### src/rtl/uart_pkg.sv
// Shared UART definitions: data width, bit period used by benches, and 8N1 framing.
`ifndef UART_PKG_SV
`define UART_PKG_SV

`define UART_8N1_FRAME_BITS 10

package uart_pkg;
  localparam int UART_DATA_W       = 8;
  localparam int UART_CLKS_PER_BIT = 868;
  localparam int UART_FRAME_BITS   = `UART_8N1_FRAME_BITS;
endpackage

`endif

### src/rtl/uart_tx_fifo.sv
// Byte FIFO feeding the 8N1 UART transmitter; pops on the rising edge of the transmitter's done level.
// Optional macro UART_TX_FIFO_LEVEL_EN adds a 'level' output exposing the current fill count.
module uart_tx_fifo
  import uart_pkg::*;
#(
  parameter int DEPTH_LOG2 = 4
) (
  input  logic                   clk,
  input  logic                   rstn,
  input  logic                   en,
  input  logic                   wr_en,
  input  logic [UART_DATA_W-1:0] wr_data,
  output logic                   full,
  output logic                   empty,
  output logic                   overflow,
  output logic                   tx_ready,
  output logic [UART_DATA_W-1:0] tx_data,
`ifdef UART_TX_FIFO_LEVEL_EN
  output logic [DEPTH_LOG2:0]    level,
`endif
  input  logic                   tx_done
);

  localparam int DEPTH = 1 << DEPTH_LOG2;
  localparam logic [DEPTH_LOG2:0] COUNT_FULL = (DEPTH_LOG2 + 1)'(DEPTH);
  localparam logic [DEPTH_LOG2:0] COUNT_ONE  = (DEPTH_LOG2 + 1)'(1);

  logic [UART_DATA_W-1:0] mem [DEPTH];
  logic [DEPTH_LOG2-1:0]  rd_ptr;
  logic [DEPTH_LOG2-1:0]  wr_ptr;
  logic [DEPTH_LOG2:0]    count;
  logic                   tx_done_q;
  logic                   pop;
  logic                   push;

  assign full     = (count == COUNT_FULL);
  assign empty    = (count == '0);
  // An edge arriving while empty is spurious and must not disturb the pointers.
  assign pop      = tx_done & ~tx_done_q & ~empty;
  assign push     = wr_en & (~full | pop);
  assign tx_ready = ~empty;
  assign tx_data  = empty ? '0 : mem[rd_ptr];

`ifdef UART_TX_FIFO_LEVEL_EN
  assign level = count;
`endif

  always_ff @(posedge clk or negedge rstn) begin
    if (!rstn) begin
      rd_ptr    <= '0;
      wr_ptr    <= '0;
      count     <= '0;
      tx_done_q <= 1'b0;
      overflow  <= 1'b0;
    end else if (!en) begin
      rd_ptr    <= '0;
      wr_ptr    <= '0;
      count     <= '0;
      tx_done_q <= 1'b0;
      overflow  <= 1'b0;
    end else begin
      tx_done_q <= tx_done;
      if (push) wr_ptr <= wr_ptr + 1'b1;
      if (pop)  rd_ptr <= rd_ptr + 1'b1;
      if (push && !pop)      count <= count + COUNT_ONE;
      else if (pop && !push) count <= count - COUNT_ONE;
      if (wr_en && !push) overflow <= 1'b1;
    end
  end

  // Storage needs no reset: reads are masked to zero while the FIFO is empty.
  always_ff @(posedge clk) begin
    if (en && push) mem[wr_ptr] <= wr_data;
  end

endmodule

### config.mk
export PLATFORM = sky130hd
export DESIGN_NAME = uart_tx_fifo
export DESIGN_NICKNAME = d
export VERILOG_FILES = /design/src/rtl/uart_pkg.sv /design/src/rtl/uart_tx_fifo.sv
export SDC_FILE = /design/constraint.sdc
export NUM_CORES = 1
export LEC_CHECK = 0
export ABC_AREA = 1
export CORE_MARGIN = 5
export CORE_UTILIZATION = 45
export DETAILED_ROUTE_END_ITERATION = 8
export MAX_ROUTING_LAYER = met4
export PLACE_DENSITY_LB_ADDON = 0.05
export SLEW_MARGIN = 20
export SYNTH_ARGS = -nofsm -noshare
export SYNTH_HDL_FRONTEND = slang
export SYNTH_SLANG_ARGS = --single-unit
### constraint.sdc
create_clock -name clk -period 2.3 [get_ports clk]
set_input_delay 0.46 -clock clk [delete_from_list [all_inputs] [get_ports clk]]
set_output_delay 0.46 -clock clk [all_outputs]
set_load 0.1 [all_outputs]
==> impl_results.md <==
- Status: finished with violations
- Failing checks: setup timing
- # diodes: 0
- Reg-to-reg startpoint: count[1]
- Die area: 16300 um^2
- Drt total wl: 16000 um
- Overflow after GRT: 0
- Final GP Congestion: 0.810
- Worst slew pin tran: 0.723 ns
- # IOs: 25
- Post-synthesis cell area: 6210 um^2
- Number of remaining DRC errors: 0
- WHS: 0.363 ns
- Final Util: 0.600
- Peak ir drop on the vdd network: 1450 uV
- Critical path capture point type: output port
- Area delta synth->final: 32.5%
- Post-route setup TNS: -1.75 ns
- Post-Syn Instances: 560
- WL/cell: 19.6 um
- Largest net degree at the start of global routing: 34
- Final ANT Viol Nets: 0
- DR pass1 iterations: 5
- Syn Area/Cell: 11.1 um^2
- Vias per cell: 5.36
- Unrepaired setup endpoints after global routing: yes
- Syn nets: 583
- Row Count: 43
- Initial antenna violation count: 0
- TritonCTS clock tree: built
- WP data arrival: 2.09 ns
- Post-route minimum period: 2.55 ns
- Total global-route track usage: 0.205
- First-pass GRT wire length: 24100 um
- Synth unique cells: 27
- Pins over their slew limit: 0
- Top_reg_cell synth: edfxtp_1
- Pre-CTS setup slack: -0.0280 ns
- DIE HEIGHT: 128 um
- Vias in the first global route: 4269
- CP Class: flip-flop to output port
- Final Non-Filler Cells: 819
- Slowest stage delay, CP: 0.48 ns
- Via count: 4392
- Register area share after synthesis: 0.679
- Final setup violation count: 8
- PD cells: 1200 nW/um^2
- Starting density of the core: 0.453
- Final net count: 650
- Clk buf depth: 2
- Max cap viols: 0
- Peak Freq: 392 MHz
- Root Buffer: clkbuf_16
- Crit start category: flip-flop
- Horiz. Die Dim: 128 um
- Total chip power: 9.87 mW
- Worst path cell trace: clkinv_4 > buf_12 > clkbuf_16 > nand2_1 > nand3_2 > nand3_2 > nand2_1 > nand2_2 > a21oi_4 > buf_12
- Max transition margin: 0.517
- Ys async rst share: 0.105
- Post-CTS Hold Fix Bufs: 0
- Ys Warns: 0
- Clk_skew: 0.00878 ns
- Leakage: 3.18 nW
- Final worst slack: -0.249 ns
- Cells after DPL: 778
- Post-synth EDFFs: 128
- Fillcell total: 1106
- H-Tree Depth: 4
- Synthesis-stage register bit count: 143
- Port Buffers: 24
- RR Endpoint: count[4]
- DP Area: 7080 um^2
- CTS Buf Count: 17
- HP Class: input port to async pin
- Final worst-path cycle share: 1.11
- Slowest-stage cell, CP: dfrtp_2
- Design Area, Final: 8230 um^2
- Hold Fails Final Rpt: 0
- Reg clk slew, reported paths: 0.06 ns
- Initial drt markers: 448
- Dpl hpwl: 9660 um
- Core area: 13700 um^2
- Clock sink total: 143
- Path depth of the worst reg2reg path: 13
- Reg2Reg Setup Slack: 0.25 ns
- Critical path fanouts, max: 7
- WP data required: 1.84 ns
- Clock Latency Late Sink: 0.42 ns
- Share of layout cells above drive strength 1: 0.291
-- cells by family (layout without fill, tap and decap cells) --
logic type | count (synthesis) | in the layout | share of synthesized area
simple gates | 337 | 337 | 0.239
flops | 143 | 143 | 0.679
buf+inv | 46 | 125 | 0.0350
compound gates | 20 | 20 | 0.0197
fa+ha+maj | 10 | 10 | 0.0213
xor+xnor | 4 | 4 | 0.00564
-- layer usage --
layer / share of wire / up-vias / wire, um / track usage
met2: 0.47 / 121 / 7570 / 0.306
met1: 0.47 / 2179 / 7520 / 0.285
met5: 0 / - / 0 / -
met4: 0.014 / 0 / 232 / 0.0612
li1: - / 2070 / - / -
met3: 0.044 / 22 / 708 / 0.0426
-- power breakdown --
group          switching, mW  internal, mW  total, mW  leakage [nW]
clock network           1.02          1.90       2.91         0.305
registers             0.0985          2.91       3.01          1.35
logic                   2.54          1.40       3.94          1.52
total                   3.66          6.21       9.87          3.18
-- critical path, delay by kind of cell, from the launching register on --
kind / cells / cell delay, ns
flops: 1 / 0.48
compound gates: 1 / 0.15
simple gates: 5 / 0.39
buf+inv: 4 / 0.63
-- what timing repair did --
item                                    CTS  global route
pin swaps                                 5            24
gates resized for setup                  15            64
buffers inserted                          3             1
endpoints found under the setup margin    8             8
cloned                                    3             3
hold endpoints to repair                  0             0
-- cells in the mapped netlist (3+ instances only) --
library cell / number / area share
nand2_1: 192 / 0.12
edfxtp_1: 128 / 0.62
nand3_1: 111 / 0.089
nor2_1: 21 / 0.013
dfrtp_1: 15 / 0.060
inv_1: 14 / 0.0085
buf_2: 12 / 0.0097
a21oi_1: 11 / 0.0089
ha_1: 9 / 0.018
buf_4: 8 / 0.0097
clkbuf_1: 5 / 0.0030
o21ai_1: 4 / 0.0032
clkinv_1: 3 / 0.0018
inv_2: 3 / 0.0018
nor2_4: 3 / 0.0054
o21ai_0: 3 / 0.0024
xor2_1: 3 / 0.0042
-- sequential cells by signal, indices dropped and copies added (netlist names) --
register / cells
overflow: 1
tx_done_q: 1
wr_ptr: 4
count: 5
mem: 128
rd_ptr: 4
-- worst max path at each step --
| stage | startpoint | endpoint | slack (ns) | depth (start not counted) |
|---|---|---|---|---|
| floorplan | count[0] | count[4] | 0.008 | 13 |
| global placement | tx_done | mem[2][6] | 0.01 | 8 |
| detailed placement | tx_done | mem[6][5] | -0.03 | 8 |
| CTS | rd_ptr[0] | tx_data[3] | -0.24 | 10 |
| global route | rd_ptr[0] | tx_data[5] | -0.32 | 10 |
| finish | rd_ptr[0] | tx_data[5] | -0.25 | 10 |
-- cells in the final DEF (no fill, tap or decap), types with 2 or more instances in the layout --
master,count
buf_12,16
dfrtp_1,12
buf_8,2
o21ai_0,3
o21ai_1,4
nand2_1,166
nand3_1,72
inv_1,14
xor2_1,3
clkinv_2,4
dfrtp_2,3
clkdlybuf4s50_1,12
edfxtp_1,128
clkbuf_16,20
buf_16,2
nand2_4,4
ha_1,9
clkinv_4,3
nand3_4,2
inv_2,2
bufinv_16,5
clkinvlp_4,3
nor2_1,21
buf_4,37
a21oi_4,10
nor2_4,4
nand2_2,25
clkinv_1,3
a21oi_1,3
nand3_2,41
-- layout make-up --
cell class	count	area, um^2	area share
multi-input cells	371	2150	0.261
inverters	20	92.6	0.0112
clock inverters	14	198	0.0240
clock buffers	17	425	0.0517
flip-flops and latches	143	4220	0.513
repair buffers	74	922	0.112
well taps	180	225	0.0274
(Power assumes the default switching activity.)
